`src/rtl/input_pkg.sv`:
```
`default_nettype none
// ============================================================================
// Package     : input_pkg
// Description : Button indices and default timing for the input controller.
// Revision    : 1.0 - initial release
// ============================================================================
package input_pkg;

    localparam int N_BTN = 9;

    localparam int BTN_U = 0;
    localparam int BTN_D = 1;
    localparam int BTN_L = 2;
    localparam int BTN_R = 3;
    localparam int BTN_C = 4;
    localparam int BTN_1 = 5;
    localparam int BTN_2 = 6;
    localparam int BTN_3 = 7;
    localparam int BTN_4 = 8;

    // 10 ms of pclk at 25 MHz; repeat timing is counted in video frames
    localparam int               DEB_CYCLES_DEF = 250000;
    localparam logic [N_BTN-1:0] REP_MASK_DEF   = 9'b0_0000_1111;
    localparam int               REP_DELAY_DEF  = 20;
    localparam int               REP_PERIOD_DEF = 6;

    typedef logic [N_BTN-1:0] btn_vec_t;

endpackage : input_pkg
`default_nettype wire

```
`src/rtl/btn_debounce.sv`:
```
`default_nettype none
// ============================================================================
// Module      : btn_debounce
// Description : Single-input debouncer; stable follows raw after DEB_CYCLES
//               consecutive differing cycles, rise pulses with each 0->1 step.
// Revision    : 1.0 - initial release
// ============================================================================
module btn_debounce #(
    parameter int DEB_CYCLES = input_pkg::DEB_CYCLES_DEF
) (
    input  logic clk,
    input  logic rst_n,
    input  logic raw,
    output logic stable,
    output logic rise
);

    localparam int                 c_CNT_W    = $clog2(DEB_CYCLES + 1);
    localparam logic [c_CNT_W-1:0] c_CNT_LAST = c_CNT_W'(DEB_CYCLES - 1);

    logic [c_CNT_W-1:0] r_cnt;
    logic               r_stable;
    logic               r_rise;

    always_ff @(posedge clk or negedge rst_n) begin
        if (!rst_n) begin
            r_cnt    <= '0;
            r_stable <= 1'b0;
            r_rise   <= 1'b0;
        end else begin
            r_rise <= 1'b0;
            if (raw != r_stable) begin
                if (r_cnt == c_CNT_LAST) begin
                    r_stable <= raw;
                    r_cnt    <= '0;
                    r_rise   <= raw;
                end else begin
                    r_cnt <= r_cnt + 1'b1;
                end
            end else begin
                // any return to the stable level restarts the count
                r_cnt <= '0;
            end
        end
    end

    assign stable = r_stable;
    assign rise   = r_rise;

endmodule : btn_debounce
`default_nettype wire

```
`src/rtl/input_frame_ctrl.sv`:
```
`default_nettype none
// ============================================================================
// Module      : input_frame_ctrl
// Description : Debounced, auto-repeating button events delivered to the scene
//               once per frame through a valid/ready handshake.
// Revision    : 1.0 - initial release
// ============================================================================
module input_frame_ctrl
    import input_pkg::*;
#(
    parameter int               DEB_CYCLES = DEB_CYCLES_DEF,
    parameter logic [N_BTN-1:0] REP_MASK   = REP_MASK_DEF,
    parameter int               REP_DELAY  = REP_DELAY_DEF,
    parameter int               REP_PERIOD = REP_PERIOD_DEF
) (
    input  logic             clk,
    input  logic             rst_n,
    input  logic [N_BTN-1:0] btn_in,
    input  logic             frame_start,
    output logic             ev_valid,
    input  logic             ev_ready,
    output logic [N_BTN-1:0] ev_press,
    output logic [N_BTN-1:0] ev_held,
    output logic             overrun
);

    localparam logic [8:0] c_REP_HIT    = 9'(REP_DELAY);
    localparam logic [7:0] c_REP_RELOAD = 8'(REP_DELAY - REP_PERIOD);

    logic [N_BTN-1:0] w_stable;
    logic [N_BTN-1:0] w_rise;
    logic [N_BTN-1:0] w_rep;
    logic [N_BTN-1:0] w_set;
    logic             w_capture;

    logic [N_BTN-1:0] r_pending;
    logic [N_BTN-1:0] r_ev_press;
    logic [N_BTN-1:0] r_ev_held;
    logic             r_ev_valid;
    logic             r_overrun;

    for (genvar i = 0; i < N_BTN; i++) begin : g_deb
        btn_debounce #(
            .DEB_CYCLES (DEB_CYCLES)
        ) u_deb (
            .clk    (clk),
            .rst_n  (rst_n),
            .raw    (btn_in[i]),
            .stable (w_stable[i]),
            .rise   (w_rise[i])
        );
    end

    // Frame-based repeat: counter restarts on the press edge, reloads on hit
    for (genvar i = 0; i < N_BTN; i++) begin : g_rep
        if (REP_MASK[i]) begin : g_on
            logic [7:0] r_rcnt;
            logic       w_hit;

            assign w_hit    = ({1'b0, r_rcnt} + 9'd1) == c_REP_HIT;
            assign w_rep[i] = frame_start & w_stable[i] & ~w_rise[i] & w_hit;

            always_ff @(posedge clk or negedge rst_n) begin
                if (!rst_n) begin
                    r_rcnt <= '0;
                end else if (!w_stable[i] || w_rise[i]) begin
                    r_rcnt <= '0;
                end else if (frame_start) begin
                    if (w_hit) begin
                        r_rcnt <= c_REP_RELOAD;
                    end else if (r_rcnt != 8'hFF) begin
                        r_rcnt <= r_rcnt + 8'd1;
                    end
                end
            end
        end else begin : g_off
            assign w_rep[i] = 1'b0;
        end
    end

    assign w_set     = w_rise | w_rep;
    assign w_capture = frame_start & (~r_ev_valid | ev_ready);

    always_ff @(posedge clk or negedge rst_n) begin
        if (!rst_n) begin
            r_pending  <= '0;
            r_ev_press <= '0;
            r_ev_held  <= '0;
            r_ev_valid <= 1'b0;
            r_overrun  <= 1'b0;
        end else if (w_capture) begin
            // same-cycle edges/repeats go straight into this frame's word
            r_ev_press <= r_pending | w_set;
            r_ev_held  <= w_stable;
            r_ev_valid <= 1'b1;
            r_pending  <= '0;
        end else begin
            r_pending <= r_pending | w_set;
            if (frame_start) begin
                r_overrun <= 1'b1;
            end else if (ev_ready) begin
                r_ev_valid <= 1'b0;
            end
        end
    end

    assign ev_valid = r_ev_valid;
    assign ev_press = r_ev_press;
    assign ev_held  = r_ev_held;
    assign overrun  = r_overrun;

endmodule : input_frame_ctrl
`default_nettype wire

```
`config.mk`:
```
export PLATFORM = sky130hd
export DESIGN_NAME = input_frame_ctrl
export DESIGN_NICKNAME = d
export VERILOG_FILES = /design/src/rtl/input_pkg.sv /design/src/rtl/btn_debounce.sv /design/src/rtl/input_frame_ctrl.sv
export SDC_FILE = /design/constraint.sdc
export NUM_CORES = 1
export LEC_CHECK = 0
export ABC_AREA = 1
export BUFFER_PORTS_ARGS = -buffer_cell sky130_fd_sc_hd__buf_4
export CAP_MARGIN = 10
export CORE_UTILIZATION = 50
export DETAILED_ROUTE_END_ITERATION = 8
export PLACE_DENSITY = 0.62
export SYNTH_ARGS = -nofsm -noshare
export SYNTH_HDL_FRONTEND = slang
export SYNTH_SLANG_ARGS = --single-unit
```
`constraint.sdc`:
```
create_clock -name clk -period 2.8 [get_ports clk]
set_input_delay 0.28 -clock clk [delete_from_list [all_inputs] [get_ports clk]]
set_output_delay 0.28 -clock clk [all_outputs]
set_load 0.02 [all_outputs]
```
==> results.py, run 1 <==
metrics = {
    "run_status": {
        "status": "finished clean",
    },
    "clock_tree": {
        "cts_tree": "yes",
        "cts_inserted_buffers": 27,
        "clock_tree.root_cell": "clkbuf_16",
        "clk_pin_slew_ns": 0.06,
        "clock_tree.htree_level_count": 1,
        "clkLatencyLatePin_ns": 0.54,
        "cts_max_path_buffers": 3,
        "cts_sinks": 241,
        "cts.repair_timing.setup_buffer_count": 0,
    },
    "synthesis": {
        "synth_top_area_cell": "dfrtp_1",
        "yosysMostFrequentCell": "nand2_1",
        "synth.ff_latch_count": 241,
        "synthesized_netlist_net_count": 1571,
        "synth_common_cells": "nand2_1, dfrtp_1, nor2_1",
        "synth_top_area_cells": "dfrtp_1, nand2_1, nor2_1, inv_1, xor2_1",
        "synth_area_um2": 12400,
        "synthDistinctLibCells": 37,
        "synth_top_area_share_pct": 48.65,
        "syn-instance-count": 1542,
        "asyncSetResetFlopFracSynth_pct": 100.0,
        "ys.warnings.count": 0,
        "count_of_flip_flops_with_a_built_in_enable_after_synthesis": 0,
        "synth.avg_cell_area_um2": 8.039,
        "ys.flop_type": "dfrtp_1",
        "synth.yosys.seq_area_share_pct": 48.65,
    },
    "min_path": {
        "hold_path_class": "primary input to flop",
        "worstHoldPathCells": 3,
    },
    "final_layout": {
        "post_route_cells_drive_above_1_share_pct": 11.48,
        "flow.area_growth_from_synthesis_pct": 14.25,
        "num-nets-final": 1638,
        "antenna_cells": 0,
        "final_util_pct": 58.24,
    },
    "sta": {
        "timing.clock.skew_ns": 0.01623,
        "worst-slew-pin-transition_ns": 0.6419,
        "clock.fmax_mhz": 565.7,
        "unrepaired_setup_endpoints_after_global_routing": "no",
        "timing.max_slew.rel_slack_pct": 57.16,
        "maxSlewViolCount": 0,
        "hold-worst-slack_ns": 0.01855,
        "final.min_clock_period_ns": 1.768,
        "timing_hold_violations_final": 0,
        "setup_viol": 0,
        "finalCritPeriodShare_pct": 63.13,
        "final.setup.tns_ns": 0,
    },
    "die": {
        "chipWidth_um": 159.5,
        "die_h_um": 159.5,
        "io-pin-count": 33,
        "design.core.area_um2": 24320,
        "initial_core_util_pct": 50.97,
        "floorplan.rows": 57,
        "fp.dieArea_um2": 25430,
    },
    "routing": {
        "drcViolationCount": 0,
        "antenna_violating_nets_post_route": 0,
        "drt_wl_total_um": 24220,
        "drt_iter0_drc": 540,
        "routed_wire_length_per_instance_um": 12.40,
        "dr_total_vias": 9720,
        "drt_first_pass_iters": 4,
        "route.detailed.vias_per_inst": 4.977,
    },
    "critical_path": {
        "startpoint_of_the_worst_register_to_register_path": "g_rep[1].g_on.r_rcnt[0]",
        "worstRegToRegCells": 10,
        "critPathMaxFanout": 8,
        "rr_endpoint": "g_rep[1].g_on.r_rcnt[0]",
        "worst-endpoint-arrival_ns": 2.17,
        "crit_end": "g_rep[1].g_on.r_rcnt[0]",
        "worst_setup_path_startpoint": "g_rep[1].g_on.r_rcnt[0]",
        "crit_required_ns": 3.20,
        "crit_type": "flop to flop",
        "end_kind": "flop",
        "reg2reg_slack_ns": 1.03,
        "setup.worst_path.start_class": "flop",
    },
    "power_and_ir_drop": {
        "power.share.switching_pct": 25.31,
        "peakVddDrop_mv": 0.5726,
        "netSwitchingPower_mw": 2.237,
        "powerDensity_nw_per_um2": 623.8,
        "clock_power_share_pct": 45.1,
        "pwr-share-seq_pct": 44.5,
        "power.combinational.fraction_pct": 10.4,
        "total_leakage_power_nw": 6.641,
        "power_internal_mw": 6.599,
    },
    "global_routing": {
        "antenna_found_initial": 0,
        "wire_length_of_the_first_global_routing_pass_um": 42670,
        "grt-ovfl-total": 0,
        "grt_pass1_vias": 9239,
        "maximum_number_of_pins_on_one_net_before_global_route_repair": 74,
        "grt_util_all_layers_pct": 19.81,
    },
    "job": {
        "drv_cap": 0,
    },
    "placement": {
        "place.gp.congestion": 0.9373,
        "portBuffers": 32,
        "dp_wirelength_um": 17080,
    },
}
==> kinds of logic after synthesis <==
kind of cell / count (synthesis) / synth area share, %
xor gates and xnor gates: 66 / 4.663
DFF: 241 / 48.65
and+or+nand+nor: 862 / 32.35
adders and majority gates: 16 / 1.615
buffers and inverters: 216 / 6.601
AOI/OAI and AO/OA: 141 / 6.127
==> through the flow <==
step                worst slack, ns  total power [mW]  instances  area (µm²)
detailed placement            1.047             4.901       1897       13080
finish                        1.032             8.835       1953       14160
global placement              1.102             4.881       1897       13080
floorplan                     1.320             4.579       1542       12400
global route                 0.8136             9.273       1953       14160
CTS                           1.033             8.948       1953       14160
==> power by group through the flow <==
stage	logic [mW]	registers (mW)	clock network, mW
2_1_floorplan	0.636	3.94	0
3_3_place_gp	0.897	3.98	0
3_5_place_dp	0.915	3.99	0
4_1_cts	0.925	3.93	4.09
5_1_grt	1.08	3.97	4.23
6_report	0.915	3.93	3.99
==> how the worst min path moves through the flow <==
stage	endpoint	slack (ns)	startpoint
final	g_deb[6].u_deb.stable	0.02	btn_in[6]
after global routing	g_deb[6].u_deb.stable	0.02	btn_in[6]
after CTS	g_deb[6].u_deb.stable	0.001	btn_in[6]
after detailed placement	g_deb[2].u_deb.r_cnt[10]	0.24	rst_n
after global placement	g_deb[2].u_deb.r_cnt[9]	0.24	rst_n
after floorplan	ev_held[0]	-0.02	rst_n
==> state kept, by name (all words and copies together), names as in the netlist, 9 cells and up <==
signal	count
r_pending	9
g_deb.u_deb.rise	9
ev_held	9
ev_press	9
g_rep.g_on.r_rcnt	32
g_deb.u_deb.stable	9
g_deb.u_deb.r_cnt	162
==> layout by cell type (no fill, tap or decap), types with 2 or more instances in the layout <==
master	n
nor3_4	4
dlygate4sd3_1	7
xnor2_1	11
nor4_1	20
nand3_1	91
buf_12	2
nand4_1	28
nand3b_1	4
o21ai_0	54
inv_1	191
nor2_1	241
and3_1	8
clkbuf_8	3
o22ai_1	6
bufinv_16	8
inv_2	19
nor3b_2	5
nand2_1	343
a21oi_2	2
nor3_1	32
ha_1	16
clkbuf_1	4
nor3b_1	13
a21oi_4	2
nor3_2	7
nor2_4	22
nand2_2	31
a21oi_1	54
clkinv_2	6
clkbuf_16	27
xor2_1	55
buf_4	34
nor2_2	11
o21ai_1	18
dfrtp_1	241
==> repair_timing <==
item / CTS / global route
endpoints found under the hold margin: 58 / 0
gates resized for setup: 0 / 0
hold buffers: 7 / 0
==> critical path, cell delays in order, from the launching register on <==
cell and delay [ns]:
dfrtp_1 0.47, ha_1 0.25, nand2_1 0.09, nor2_1 0.13, nand2_1 0.06, nand2_1 0.06, nand2_1 0.06, nor2_1 0.15
nand3_1 0.19, nand2_1 0.10, o21ai_0 0.08
==> layer usage <==
| layer | track usage [%] | part of all wire, % |
|---|---|---|
| met1 | 27.69 | 50 |
| met2 | 32.59 | 45 |
| met3 | 2.787 | 3.1 |
| met4 | 4.764 | 1.9 |
| met5 | 0 | 0 |
==> final cells by class <==
cell class / count / area (µm²)
sequential: 241 / 6031
clock buffer: 34 / 732.0
inverter: 210 / 788.3
multi-input combinational: 1085 / 5548
fill: 2188 / 10160
tap: 324 / 405.4
timing repair buffer: 44 / 380.4
clock inverter: 15 / 279.0
Note: power is estimated with default switching activity, not from simulation.
==> run 2, diff against run 1 <==
--- a/config.mk
+++ b/config.mk
@@ -10,7 +10,7 @@
 export CAP_MARGIN = 10
 export CORE_UTILIZATION = 50
 export DETAILED_ROUTE_END_ITERATION = 8
-export PLACE_DENSITY = 0.62
+export PLACE_DENSITY = 0.65
 export SYNTH_ARGS = -nofsm -noshare
 export SYNTH_HDL_FRONTEND = slang
 export SYNTH_SLANG_ARGS = --single-unit
==> constraint.sdc (replaced) <==
create_clock -name clk -period 1.4 [get_ports clk]
set_input_delay 0.14 -clock clk [delete_from_list [all_inputs] [get_ports clk]]
set_output_delay 0.14 -clock clk [all_outputs]
set_load 0.02 [all_outputs]
==> results.py, run 2 (synthesis gave the netlist of run 1 again) <==
metrics = {
    "sta": {
        "timing_hold_violations_final": 0,
        "final.setup.tns_ns": -10.08,
        "finalCritPeriodShare_pct": 116.3,
        "clock.fmax_mhz": 614.4,
        "timing.max_slew.rel_slack_pct": 73.76,
        "timing.clock.skew_ns": 0.01389,
        "maxSlewViolCount": 0,
        "unrepaired_setup_endpoints_after_global_routing": "yes",
        "worst_slack_ns": -0.2276,
        "final.min_clock_period_ns": 1.628,
        "setup_viol": 145,
        "worst-slew-pin-transition_ns": 0.3922,
        "hold-worst-slack_ns": 0.04176,
    },
    "die": {
        "design.core.area_um2": 24320,
        "floorplan.rows": 57,
        "io-pin-count": 33,
        "fp.dieArea_um2": 25430,
        "die_h_um": 159.5,
        "initial_core_util_pct": 50.97,
        "chipWidth_um": 159.5,
    },
    "critical_path": {
        "crit_required_ns": 1.88,
        "cell_type_of_the_slowest_stage_on_the_worst_timing_path": "dfrtp_1",
        "largest_incremental_delay_on_the_critical_path_ns": 0.43,
        "worst_setup_path_startpoint": "g_rep[1].g_on.r_rcnt[0]",
        "critical_path.most_common_cell": "nand2_1",
        "worst-path-stages": 10,
        "end_kind": "flop",
        "worst-endpoint-arrival_ns": 2.11,
        "crit_type": "flop to flop",
        "startpoint_of_the_worst_register_to_register_path": "g_rep[1].g_on.r_rcnt[0]",
        "critPathMaxFanout": 4,
        "reg2reg_slack_ns": -0.23,
        "worstRegToRegCells": 10,
        "timing.critical_path.cells": "ha_4, nand2_4, inv_4, nor2_2, nand2_2, nor2_4, nand4_1, nand2_1, nand2_1, nand2_1",
        "critical_path.n_buffers_inverters": 1,
        "path_delay_family": "simple AND/OR/NAND/NOR gates",
        "setup.worst_path.start_class": "flop",
    },
    "placement": {
        "place.gp.congestion": 0.9080,
        "portBuffers": 32,
        "dpl.cell_count": 2084,
        "dp_wirelength_um": 19420,
    },
    "min_path": {
        "min-delay-start": "frame_start",
        "worstHoldPathCells": 4,
        "hold_path_class": "primary input to flop",
    },
    "clock_tree": {
        "clock_tree.htree_level_count": 1,
        "clk_pin_slew_ns": 0.06,
        "cts_max_path_buffers": 3,
        "clkLatencyLatePin_ns": 0.54,
        "cts_tree": "yes",
        "cts_sinks": 241,
        "clock_tree.root_cell": "clkbuf_16",
        "cts_inserted_buffers": 27,
    },
    "global_routing": {
        "maximum_number_of_pins_on_one_net_before_global_route_repair": 60,
        "antenna_found_initial": 1,
        "grt_pass1_vias": 11090,
        "wire_length_of_the_first_global_routing_pass_um": 49750,
        "grt-ovfl-total": 0,
        "grt_util_all_layers_pct": 23.16,
    },
    "power_and_ir_drop": {
        "peakVddDrop_mv": 0.7909,
        "powerDensity_nw_per_um2": 1029,
        "total_leakage_power_nw": 8.293,
        "fin_total_pwr_mw": 18.41,
    },
    "routing": {
        "drt_first_pass_iters": 5,
        "drcViolationCount": 0,
        "drt_wl_total_um": 31420,
        "routed_wire_length_per_instance_um": 14.10,
        "route.detailed.vias_per_inst": 5.103,
        "dr_total_vias": 11380,
        "antenna_violating_nets_post_route": 0,
        "drt_iter0_drc": 624,
    },
    "final_layout": {
        "largest_reg_flops": 162,
        "mostFrequentLayoutCells": "buf_4, nand2_1, dfrtp_1",
        "multi_input_comb_area_um2": 7098,
        "post_route_cells_drive_above_1_share_pct": 42.44,
        "num-nets-final": 1915,
        "seq_area_um2": 6052,
        "fillers": 1732,
        "fin_cells": 2229,
        "flow.area_growth_from_synthesis_pct": 44.30,
        "largest_registers": "g_deb.u_deb.r_cnt x162, g_rep.g_on.r_rcnt x32",
        "largest_register": "g_deb.u_deb.r_cnt",
        "final_util_pct": 73.56,
        "most_common_library_cell_in_the_layout_ignoring_fill_and_taps": "buf_4",
    },
    "run_status": {
        "failed_checks": "negative setup slack",
        "status": "finished, violations left",
    },
    "job": {
        "drv_cap": 0,
    },
}
run 2: cell count changes in the layout (fill, tap and decap cells not counted), moves of 27 or more:
cell     previous run  this run
nor2_2             11        63
nand2_1           343       254
nand3_1            91        52
buf_6               0        44
nand2_2            31        94
buf_4              34       259
nor2_1            241       156
nand3_2             1        28
nor2_4             22        55
inv_1             191       157
o21ai_0            54        19
run 2: worst paths after layout:
check / to
min in group asynchronous: g_deb[3].u_deb.r_cnt[12]
max in group asynchronous: g_deb[2].u_deb.r_cnt[5]
hold / removal: g_rep[2].g_on.r_rcnt[1]
setup / recovery: ev_press[1]
setup reg to reg: ev_press[1]
hold reg to reg: g_deb[3].u_deb.rise
run 2: worst register-to-register path: stages (launching register included):
cell	delay (ns)
dfrtp_1	0.43
ha_4	0.21
nand2_4	0.09
inv_4	0.05
nor2_2	0.16
nand2_2	0.10
nor2_4	0.13
nand4_1	0.17
nand2_1	0.12
nand2_1	0.05
nand2_1	0.05
run 2: area by class of cell:
cell class | instances | area share (%)
well taps | 324 | 2.266
inverters | 210 | 4.630
flip-flops and latches | 241 | 33.83
repair buffers | 320 | 14.84
clock buffers | 41 | 4.407
diodes | 1 | 0.01399
multi-input cells | 1086 | 39.68
clock inverters | 6 | 0.3287
run 2: metrics by stage:
step	setup slack, ns	area, µm²
2_1_floorplan	-0.06233	12440
3_3_place_gp	-0.1185	14540
3_5_place_dp	-0.1539	14540
4_1_cts	-0.1066	16330
5_1_grt	-0.2980	17890
6_report	-0.2276	17890
run 2: layer usage:
layer	GRT usage [%]	wire length, µm
met1	29.70	13590
met4	6.643	594
met3	3.256	1145
met5	0	0
met2	40.71	16090
run 2: timing repair:
action,4_1_cts,5_1_grt
cloned,1,0
pin swaps,65,145
endpoints found under the hold margin,261,0
gates resized for setup,161,362
setup endpoints to repair,132,191
hold buffers,11,0
setup buffers,37,54
run 2: where the power goes:
part | switching, mW | internal [mW]
sequential | 0.537 | 7.39
clock | 2.79 | 4.03
combinational | 1.99 | 1.67
total | 5.31 | 13.1
==> run 3, diff against run 2 <==
--- a/config.mk
+++ b/config.mk
@@ -11,6 +11,7 @@
 export CORE_UTILIZATION = 50
 export DETAILED_ROUTE_END_ITERATION = 8
 export PLACE_DENSITY = 0.65
+export RECOVER_POWER = 25
 export SYNTH_ARGS = -nofsm -noshare
 export SYNTH_HDL_FRONTEND = slang
 export SYNTH_SLANG_ARGS = --single-unit
==> results.py, run 3 (synthesis gave the netlist of run 1 again) <==
metrics = {
    "run_status": {
        "status": "finished, violations left",
        "failed_checks": "negative setup slack",
    },
    "power_and_ir_drop": {
        "powerDensity_nw_per_um2": 1032,
        "total_leakage_power_nw": 8.257,
        "peakVddDrop_mv": 0.7909,
    },
    "routing": {
        "route.detailed.vias_per_inst": 5.097,
        "drt_first_pass_iters": 8,
        "drt_wl_total_um": 31480,
        "routed_wire_length_per_instance_um": 14.12,
        "dr_total_vias": 11360,
        "antenna_violating_nets_post_route": 0,
        "drt_iter0_drc": 562,
        "drcViolationCount": 0,
    },
    "clock_tree": {
        "clkLatencyLatePin_ns": 0.54,
        "clock_tree.htree_level_count": 1,
        "cts_inserted_buffers": 27,
        "cts_sinks": 241,
        "cts_tree": "yes",
        "cts_max_path_buffers": 3,
        "clk_pin_slew_ns": 0.06,
        "clock_tree.root_cell": "clkbuf_16",
    },
    "critical_path": {
        "worst-endpoint-arrival_ns": 2.11,
        "startpoint_of_the_worst_register_to_register_path": "g_rep[1].g_on.r_rcnt[0]",
        "reg2reg_slack_ns": -0.23,
        "worstRegToRegCells": 10,
        "critPathMaxFanout": 4,
        "path_delay_family": "simple AND/OR/NAND/NOR gates",
        "largest_incremental_delay_on_the_critical_path_ns": 0.43,
        "setup.worst_path.start_class": "flop",
        "critical_path.most_common_cell": "nand2_1",
        "rr_endpoint": "ev_press[1]",
        "end_kind": "flop",
        "critical_path.n_buffers_inverters": 1,
        "cell_type_of_the_slowest_stage_on_the_worst_timing_path": "dfrtp_1",
        "timing.critical_path.cells": "ha_4, nand2_4, inv_4, nor2_2, nand2_2, nor2_4, nand4_1, nand2_1, nand2_1, nand2_1",
        "crit_required_ns": 1.88,
        "crit_type": "flop to flop",
    },
    "final_layout": {
        "mostFrequentLayoutCells": "nand2_1, buf_4, dfrtp_1",
        "post_route_cells_drive_above_1_share_pct": 42.12,
        "largest_registers": "g_deb.u_deb.r_cnt x162, g_rep.g_on.r_rcnt x32",
        "largest_reg_flops": 162,
        "num-nets-final": 1915,
        "final_design_area_no_fill_um2": 17820,
        "fillers": 1745,
        "final_util_pct": 73.29,
        "flow.area_growth_from_synthesis_pct": 43.77,
        "most_common_library_cell_in_the_layout_ignoring_fill_and_taps": "nand2_1",
        "largest_register": "g_deb.u_deb.r_cnt",
    },
    "sta": {
        "maxSlewViolCount": 0,
        "setup_viol": 145,
        "final.min_clock_period_ns": 1.633,
        "finalCritPeriodShare_pct": 116.6,
        "worst-slew-pin-transition_ns": 1.040,
        "timing.max_slew.rel_slack_pct": 30.67,
        "timing.clock.skew_ns": 0.01361,
        "timing_hold_violations_final": 0,
        "clock.fmax_mhz": 612.5,
        "worst_slack_ns": -0.2328,
        "unrepaired_setup_endpoints_after_global_routing": "yes",
    },
    "min_path": {
        "holdPathEnd": "g_rep[2].g_on.r_rcnt[1]",
        "worstHoldPathCells": 4,
        "hold_path_class": "primary input to flop",
        "min-delay-start": "frame_start",
    },
    "placement": {
        "place.gp.congestion": 0.9080,
        "portBuffers": 32,
        "dp_wirelength_um": 19420,
        "placement.cell_area_um2": 14540,
    },
    "die": {
        "chipWidth_um": 159.5,
        "floorplan.rows": 57,
        "die_h_um": 159.5,
        "io-pin-count": 33,
        "design.core.area_um2": 24320,
        "fp.dieArea_um2": 25430,
        "initial_core_util_pct": 50.97,
    },
    "global_routing": {
        "wire_length_of_the_first_global_routing_pass_um": 49750,
        "grt-ovfl-total": 0,
        "grt_util_all_layers_pct": 23.16,
        "maximum_number_of_pins_on_one_net_before_global_route_repair": 60,
        "grt_pass1_vias": 11090,
        "antenna_found_initial": 1,
    },
    "job": {
        "drv_cap": 0,
    },
}
## run 3: cell count changes in the layout (fill, tap and decap cells not counted)
cell      before  now
buf_2          0    1
clkbuf_1       8   14
clkbuf_2       0    3
buf_12         3    1
buf_8          3    2
buf_4        259  252
## run 3: report_power, final
group	leakage (nW)	switching [mW]	internal, mW	total [mW]
sequential	3.20	0.541	7.39	7.94
combinational	4.63	1.99	1.65	3.64
clock	0.420	2.80	4.03	6.83
## run 3: how the worst max path moves through the flow
stage                            startpoint                  endpoint  slack, ns  depth (start not counted)
floorplan           g_rep[1].g_on.r_rcnt[0]   g_rep[1].g_on.r_rcnt[0]      -0.06                         10
global placement    g_deb[2].u_deb.r_cnt[0]  g_deb[2].u_deb.r_cnt[12]      -0.12                          8
detailed placement  g_deb[2].u_deb.r_cnt[0]  g_deb[2].u_deb.r_cnt[15]      -0.15                          8
CTS                 g_deb[0].u_deb.r_cnt[0]  g_deb[0].u_deb.r_cnt[14]      -0.11                          9
global route        g_deb[0].u_deb.r_cnt[0]  g_deb[0].u_deb.r_cnt[14]      -0.30                          9
finish              g_rep[1].g_on.r_rcnt[0]               ev_press[1]      -0.23                         10
## run 3: metal layers
layer / track usage (%) / vias up / share of wire [%]
met5: 0 / - / 0
met4: 6.643 / 0 / 1.8
met3: 3.256 / 50 / 3.7
met2: 40.71 / 200 / 51
met1: 29.70 / 5503 / 43
li1: - / 5608 / -
## run 3: tightest hold or removal path, cell delays in order
cell and delay [ns]:
buf_4 0.19, a21oi_4 0.09, nand2_1 0.06, nand2_1 0.05
## run 3: layout make-up
cell class / count / area, µm² / area share [%]
antenna: 1 / 2.502 / 0.01404
clock buffer: 41 / 788.3 / 4.423
clock inverter: 6 / 58.81 / 0.3299
inverter: 210 / 828.3 / 4.647
multi-input combinational: 1086 / 7098 / 39.82
sequential: 241 / 6052 / 33.96
tap: 324 / 405.4 / 2.274
timing repair buffer: 320 / 2590 / 14.53
## run 3: timing repair
item                       in CTS  in global routing
hold endpoints to repair      261                  0
hold buffers                   11                  0
gates resized for setup       161                362
setup endpoints to repair     132                191
buffers inserted               37                 54
cloned                          1                  0
pin swaps                      65                145
## run 3: metrics by stage
stage / total power, mW / instances / setup slack [ns] / setup TNS (ns) / hold WS, ns
after global routing: 19.23 / 2228 / -0.2980 / -27.14 / 0.04053
after detailed placement: 10.39 / 2084 / -0.1539 / -6.621 / 0.04218
after floorplan: 9.191 / 1542 / -0.06233 / -0.7824 / -0.1556
final: 18.40 / 2229 / -0.2328 / -10.11 / 0.04054
after CTS: 17.80 / 2180 / -0.1066 / -2.599 / 0.008644
after global placement: 10.33 / 2084 / -0.1185 / -3.226 / 0.04232
